<file path="config.mk">
export PLATFORM = sky130hd
export DESIGN_NAME = serial_bit_feeder_flat
export DESIGN_NICKNAME = d
export VERILOG_FILES = /design/src/rtl/serial_bit_feeder_pkg.sv /design/src/rtl/serial_bit_feeder_if.sv /design/src/rtl/serial_bit_feeder.sv /design/src/flat_wrapper.sv
export SDC_FILE = /design/constraint.sdc
export NUM_CORES = 1
export LEC_CHECK = 0
export CAP_MARGIN = 40
export CORE_MARGIN = 1
export CORE_UTILIZATION = 40
export CTS_CLUSTER_DIAMETER = 30
export DETAILED_ROUTE_END_ITERATION = 7
export PLACE_DENSITY = 0.67
export SYNTH_ARGS = -nofsm -noshare
export SYNTH_HDL_FRONTEND = slang
export SYNTH_SLANG_ARGS = --single-unit
</file>
<file path="constraint.sdc">
create_clock -name clk -period 1.4 [get_ports clk]
set_clock_uncertainty 0.15 [all_clocks]
set_input_delay 0.21 -clock clk [delete_from_list [all_inputs] [get_ports clk]]
set_output_delay 0.21 -clock clk [all_outputs]
set_load 0.03 [all_outputs]
</file>
<file path="src/rtl/serial_bit_feeder_pkg.sv">
// Shared types and limits for the serial bit feeder.
// Optional build macro SERIAL_FEEDER_LSB_FIRST_EN is consumed by the top module, not here.
package serial_feeder_pkg;

    typedef enum logic {
        IDLE  = 1'b0,
        SHIFT = 1'b1
    } state_e;

    localparam logic [0:0] ST_IDLE  = 1'(IDLE);
    localparam logic [0:0] ST_SHIFT = 1'(SHIFT);

    localparam int MIN_WIDTH = 2;
    localparam int MAX_WIDTH = 32;

endpackage

</file>
<file path="src/rtl/serial_bit_feeder_if.sv">
// Word-in / bit-out handshake bundle between an upstream word source and the feeder.
interface serial_bit_feeder_if #(
    parameter int WIDTH = 8
);
    logic [WIDTH-1:0] din;
    logic             din_valid;
    logic             din_ready;
    logic             bit_out;
    logic             bit_valid;
    logic             word_done;

    modport master (
        output din, din_valid,
        input  din_ready, bit_out, bit_valid, word_done
    );

    modport slave (
        input  din, din_valid,
        output din_ready, bit_out, bit_valid, word_done
    );
endinterface

</file>
<file path="src/rtl/serial_bit_feeder.sv">
// Parallel-to-serial feeder: one WIDTH-bit word in, one bit per clock out, gapless back-to-back.
// Build macro SERIAL_FEEDER_LSB_FIRST_EN selects LSB-first emission (default MSB-first).
module serial_bit_feeder
    import serial_feeder_pkg::*;
#(
    parameter int WIDTH = 8
) (
    input  logic                clk,
    input  logic                reset,
    serial_bit_feeder_if.slave  bus
);

    localparam int CW = (WIDTH > 1) ? $clog2(WIDTH) : 1;
    localparam logic [CW-1:0] LAST = CW'(WIDTH - 1);

    if (WIDTH < MIN_WIDTH || WIDTH > MAX_WIDTH) begin : g_width_check
        $fatal(1, "serial_bit_feeder: WIDTH %0d outside legal range", WIDTH);
    end

    logic [0:0]       state_reg;
    logic [CW-1:0]    cnt_reg;
    logic [WIDTH-1:0] shift_reg;
    logic [WIDTH-1:0] load_word;
    logic             last_bit;
    logic             accept;

    // The register always shifts toward its MSB; bit order is fixed at load time.
    for (genvar gi = 0; gi < WIDTH; gi++) begin : g_load_order
`ifdef SERIAL_FEEDER_LSB_FIRST_EN
        assign load_word[gi] = bus.din[WIDTH-1-gi];
`else
        assign load_word[gi] = bus.din[gi];
`endif
    end

    assign last_bit = (state_reg == ST_SHIFT) && (cnt_reg == LAST);
    assign accept   = bus.din_valid && bus.din_ready;

    always_ff @(posedge clk or negedge reset) begin
        if (!reset) begin
            state_reg <= ST_IDLE;
            cnt_reg   <= '0;
            shift_reg <= '0;
        end else begin
            case (state_reg)
                ST_IDLE: begin
                    if (accept) begin
                        shift_reg <= load_word;
                        cnt_reg   <= '0;
                        state_reg <= ST_SHIFT;
                    end
                end
                ST_SHIFT: begin
                    if (cnt_reg == LAST) begin
                        cnt_reg <= '0;
                        if (accept) begin
                            shift_reg <= load_word;
                        end else begin
                            shift_reg <= {shift_reg[WIDTH-2:0], 1'b0};
                            state_reg <= ST_IDLE;
                        end
                    end else begin
                        shift_reg <= {shift_reg[WIDTH-2:0], 1'b0};
                        cnt_reg   <= cnt_reg + 1'b1;
                    end
                end
                default: begin
                    state_reg <= ST_IDLE;
                    cnt_reg   <= '0;
                    shift_reg <= '0;
                end
            endcase
        end
    end

    // Outputs are pure decodes of registered state, so din_valid never reaches them combinationally.
    assign bus.din_ready = (state_reg == ST_IDLE) || last_bit;
    assign bus.bit_valid = (state_reg == ST_SHIFT);
    assign bus.bit_out   = (state_reg == ST_SHIFT) && shift_reg[WIDTH-1];
    assign bus.word_done = last_bit;

endmodule

</file>
<file path="src/flat_wrapper.sv">
// flat-port wrapper written by rule: the top's interface ports become plain ports
module serial_bit_feeder_flat import serial_feeder_pkg::*;
#(
    parameter int WIDTH = 8
)
  (clk, reset, bus_din, bus_din_valid, bus_din_ready, bus_bit_out, bus_bit_valid, bus_word_done);
  serial_bit_feeder_if #(.WIDTH(WIDTH)) bus_i ();
  input  logic clk;
  input  logic reset;
  input wire logic [$bits(bus_i.din)-1:0] bus_din;
  input wire logic [$bits(bus_i.din_valid)-1:0] bus_din_valid;
  output wire logic [$bits(bus_i.din_ready)-1:0] bus_din_ready;
  output wire logic [$bits(bus_i.bit_out)-1:0] bus_bit_out;
  output wire logic [$bits(bus_i.bit_valid)-1:0] bus_bit_valid;
  output wire logic [$bits(bus_i.word_done)-1:0] bus_word_done;
  assign bus_i.din = bus_din;
  assign bus_i.din_valid = bus_din_valid;
  assign bus_din_ready = bus_i.din_ready;
  assign bus_bit_out = bus_i.bit_out;
  assign bus_bit_valid = bus_i.bit_valid;
  assign bus_word_done = bus_i.word_done;
  serial_bit_feeder #(.WIDTH(WIDTH)) u_core (.clk(clk), .reset(reset), .bus(bus_i));
endmodule
</file>
==> flow_summary.toml <==
[final_layout]
area.growth.synth_to_final_pct = 48.0
final_net_count = 93
largest_register_ffs = 8
number_of_antenna_cells_inserted = 0
drive_above_1_share_pct = 50.6

[setup_path]
critical_path.reg2reg.startpoint = "u_core.cnt_reg[0]"
reg2reg_slack_ps = -270
cp.arrival_ps = 1380
cp.required_ps = 1040
timing.critical_path.from_type = "flop"
worstPathMaxFanout = 2
timing.critical_path.from = "u_core.cnt_reg[0]"
worstSetupEndpoint = "bus_din_ready"
critPathKind = "reg -> out"
worstRegToRegCells = 6
r2r_end = "u_core.shift_reg[1]"
cp-end-kind = "primary output"

[routing]
routed_via_density = 5.46
drt-wirelength-per-cell_um = 14.6
total_number_of_vias = 519
detail-route-antenna-nets = 0
wl_um = 1390
drt_first_iter_violations = 10
post-route-drc-count = 0
drtPass1Iterations = 4

[logic_synthesis]
synth_simple_gate_area_share_pct = 14.4
synth_top_family_by_area = "compound AO/OA/AOI/OAI gates"
post_synth_mux_area_share_pct = 0
synthesis.area_per_instance_um2 = 12.3
synthesis.nets = 65
yosys.area.top_type = "dfrtp_1"
ys_ff_latch = 12
synth_seq_area_share_pct = 46.8
synth_compound_area_share_pct = 26.7
synth-xor-area-share_pct = 0
synth.top_cells.by_area = "dfrtp_1, o221a_2, a211o_1, nor2b_1, buf_6"
netlist_instances = 52
synth_top_cell_area_share_pct = 46.8
synth_adder_area_share_pct = 3.90
synthDistinctLibCells = 18
ys_warn_count = 0
post_synth_design_cell_area_um2 = 642

[clock_tree]
cts.path.max_buffers = 2
clkSlewWorstSetupHoldPaths_ps = 90
clock_tree_from_tritoncts = "yes"
h-tree-depth = 1
numClockSinks = 12
clock_insertion_delay_worst_skew_ps = 280
cts_root_buf = "clkbuf_4"
number_of_buffers_created_by_cts = 3
cts_hold_repair.buffers = 0

[global_routing]
first_global_vias = 530
grt_pass1_wl_um = 2310
grt_start_max_net_pins = 13
groute.usage.overall_pct = 17.2
gr-total-overflow = 0
antenna_found_initial = 0

[die]
fp.coreArea_um2 = 1510
num_rows = 14
start_util_pct = 42.6
floorplan.io_pins = 15
die-height_um = 42.1
dieWidth_um = 42.1
fp.dieArea_um2 = 1770

[outcome]
result_of_the_run = "complete, but fails checks"
violations_in_the_final_reports = "setup timing"

[place]
post-dp-hpwl_um = 843
numPortBuffers = 14
routability_cong = 0.721

[timing]
rsz0062_at_grt = "true"
tightestPinTransition_ps = 188
finalMaxSlewViolations = 0
sum_of_negative_setup_slack_ps = -2730
setup_viol = 13
post-route-period-util_pct = 125
finalHoldViolCount = 0
max_freq_mhz = 573
max_slew_margin_pct = 87.4
final.hold.worst_slack_ps = 77.8
final_period_minus_worst_setup_slack_ps = 1740
post-route-worst-setup-slack_ps = -345

[power_and_ir_drop]
cellLeakagePower_uw = 0.000438
p_per_area_nw_per_um2 = 2010
vdd_ir_drop_max_mv = 1.13

[min_path]
min-delay-path-class = "in -> async"

[job]
maxCapViolCount = 0
repair_timing:
item | in CTS | in global routing
pin swaps | 1 | 0
buffers inserted | 4 | 1
gates resized for setup | 10 | 4
setup endpoints to repair | 12 | 16
synth_stat cells (all sizes together):
master and count:
nand2 3, o221a 7, nand2b 2, buf 4, and2 2, nor2 1, ha 2, a211o 7
dfrtp 12, nor2b 7, a22o 1, a32o 1, o21ai 2, inv 1
how the worst min path moves through the flow:
stage                                  from              endpoint
final                                 reset   u_core.shift_reg[5]
after global routing                  reset   u_core.shift_reg[7]
after CTS                             reset   u_core.shift_reg[7]
after detailed placement  u_core.cnt_reg[1]     u_core.cnt_reg[1]
after global placement    u_core.cnt_reg[1]     u_core.cnt_reg[1]
after floorplan                       reset  u_core.bus.bit_valid
worst max-delay path: stages, from the launching register on:
cell and delay [ps]:
dfrtp_1 390, ha_2 200, ha_4 160, nand2b_4 140, buf_6 110, buf_6 130
cell type report:
class | count | area, um2
clock buffers | 4 | 36.3
fillers | 129 | 557
inverters | 1 | 3.75
multi-input cells | 35 | 333
flip-flops and latches | 12 | 302
well taps | 16 | 20.0
repair buffers | 27 | 255
through the flow:
stage | utilization [%] | power [uW] | setup slack, ps | std cells | cell area (um2)
2_1_floorplan | - | 1140 | -113 | 52 | 652
3_5_place_dp | 54.6 | 1370 | -137 | 86 | 822
4_1_cts | 61.0 | 1830 | -350 | 94 | 920
6_report | 63.0 | 1910 | -345 | 95 | 950
5_1_grt | 63.0 | 2020 | -395 | 95 | 950
3_3_place_gp | 54.6 | 1360 | -125 | 86 | 822
where the power goes:
part	total, uW	leakage [uW]	internal [uW]	switching (uW)
combinational	1030	0.000265	618	414
sequential	593	0.000152	484	110
clock	283	0.0000210	158	125
routing by layer:
layer / vias to the layer above / track usage, % / routed length [um]
met5: - / 0 / 0
met4: 0 / 5.63 / 39
met3: 4 / 5.17 / 59
met2: 15 / 26.9 / 638
met1: 249 / 23.0 / 651
li1: 251 / - / -
cells in the final DEF, fill, tap and decap left out, drive strengths merged:
cell	n
buf	17
dfrtp	12
clkdlybuf4s50	10
nor2b	7
a211o	7
o221a	7
clkbuf	4
nand2	3
nand2b	2
o21ai	2
and2	2
ha	2
nor2	1
a32o	1
inv	1
a22o	1
cells by family after synthesis:
kind of cell,count (synthesis)
buffers and inverters,5
AO/OA/AOI/OAI,18
flip-flops,12
AND/OR/NAND/NOR,15
adder cells (fa/ha/maj),2
Power figures use the tool's default switching activity.
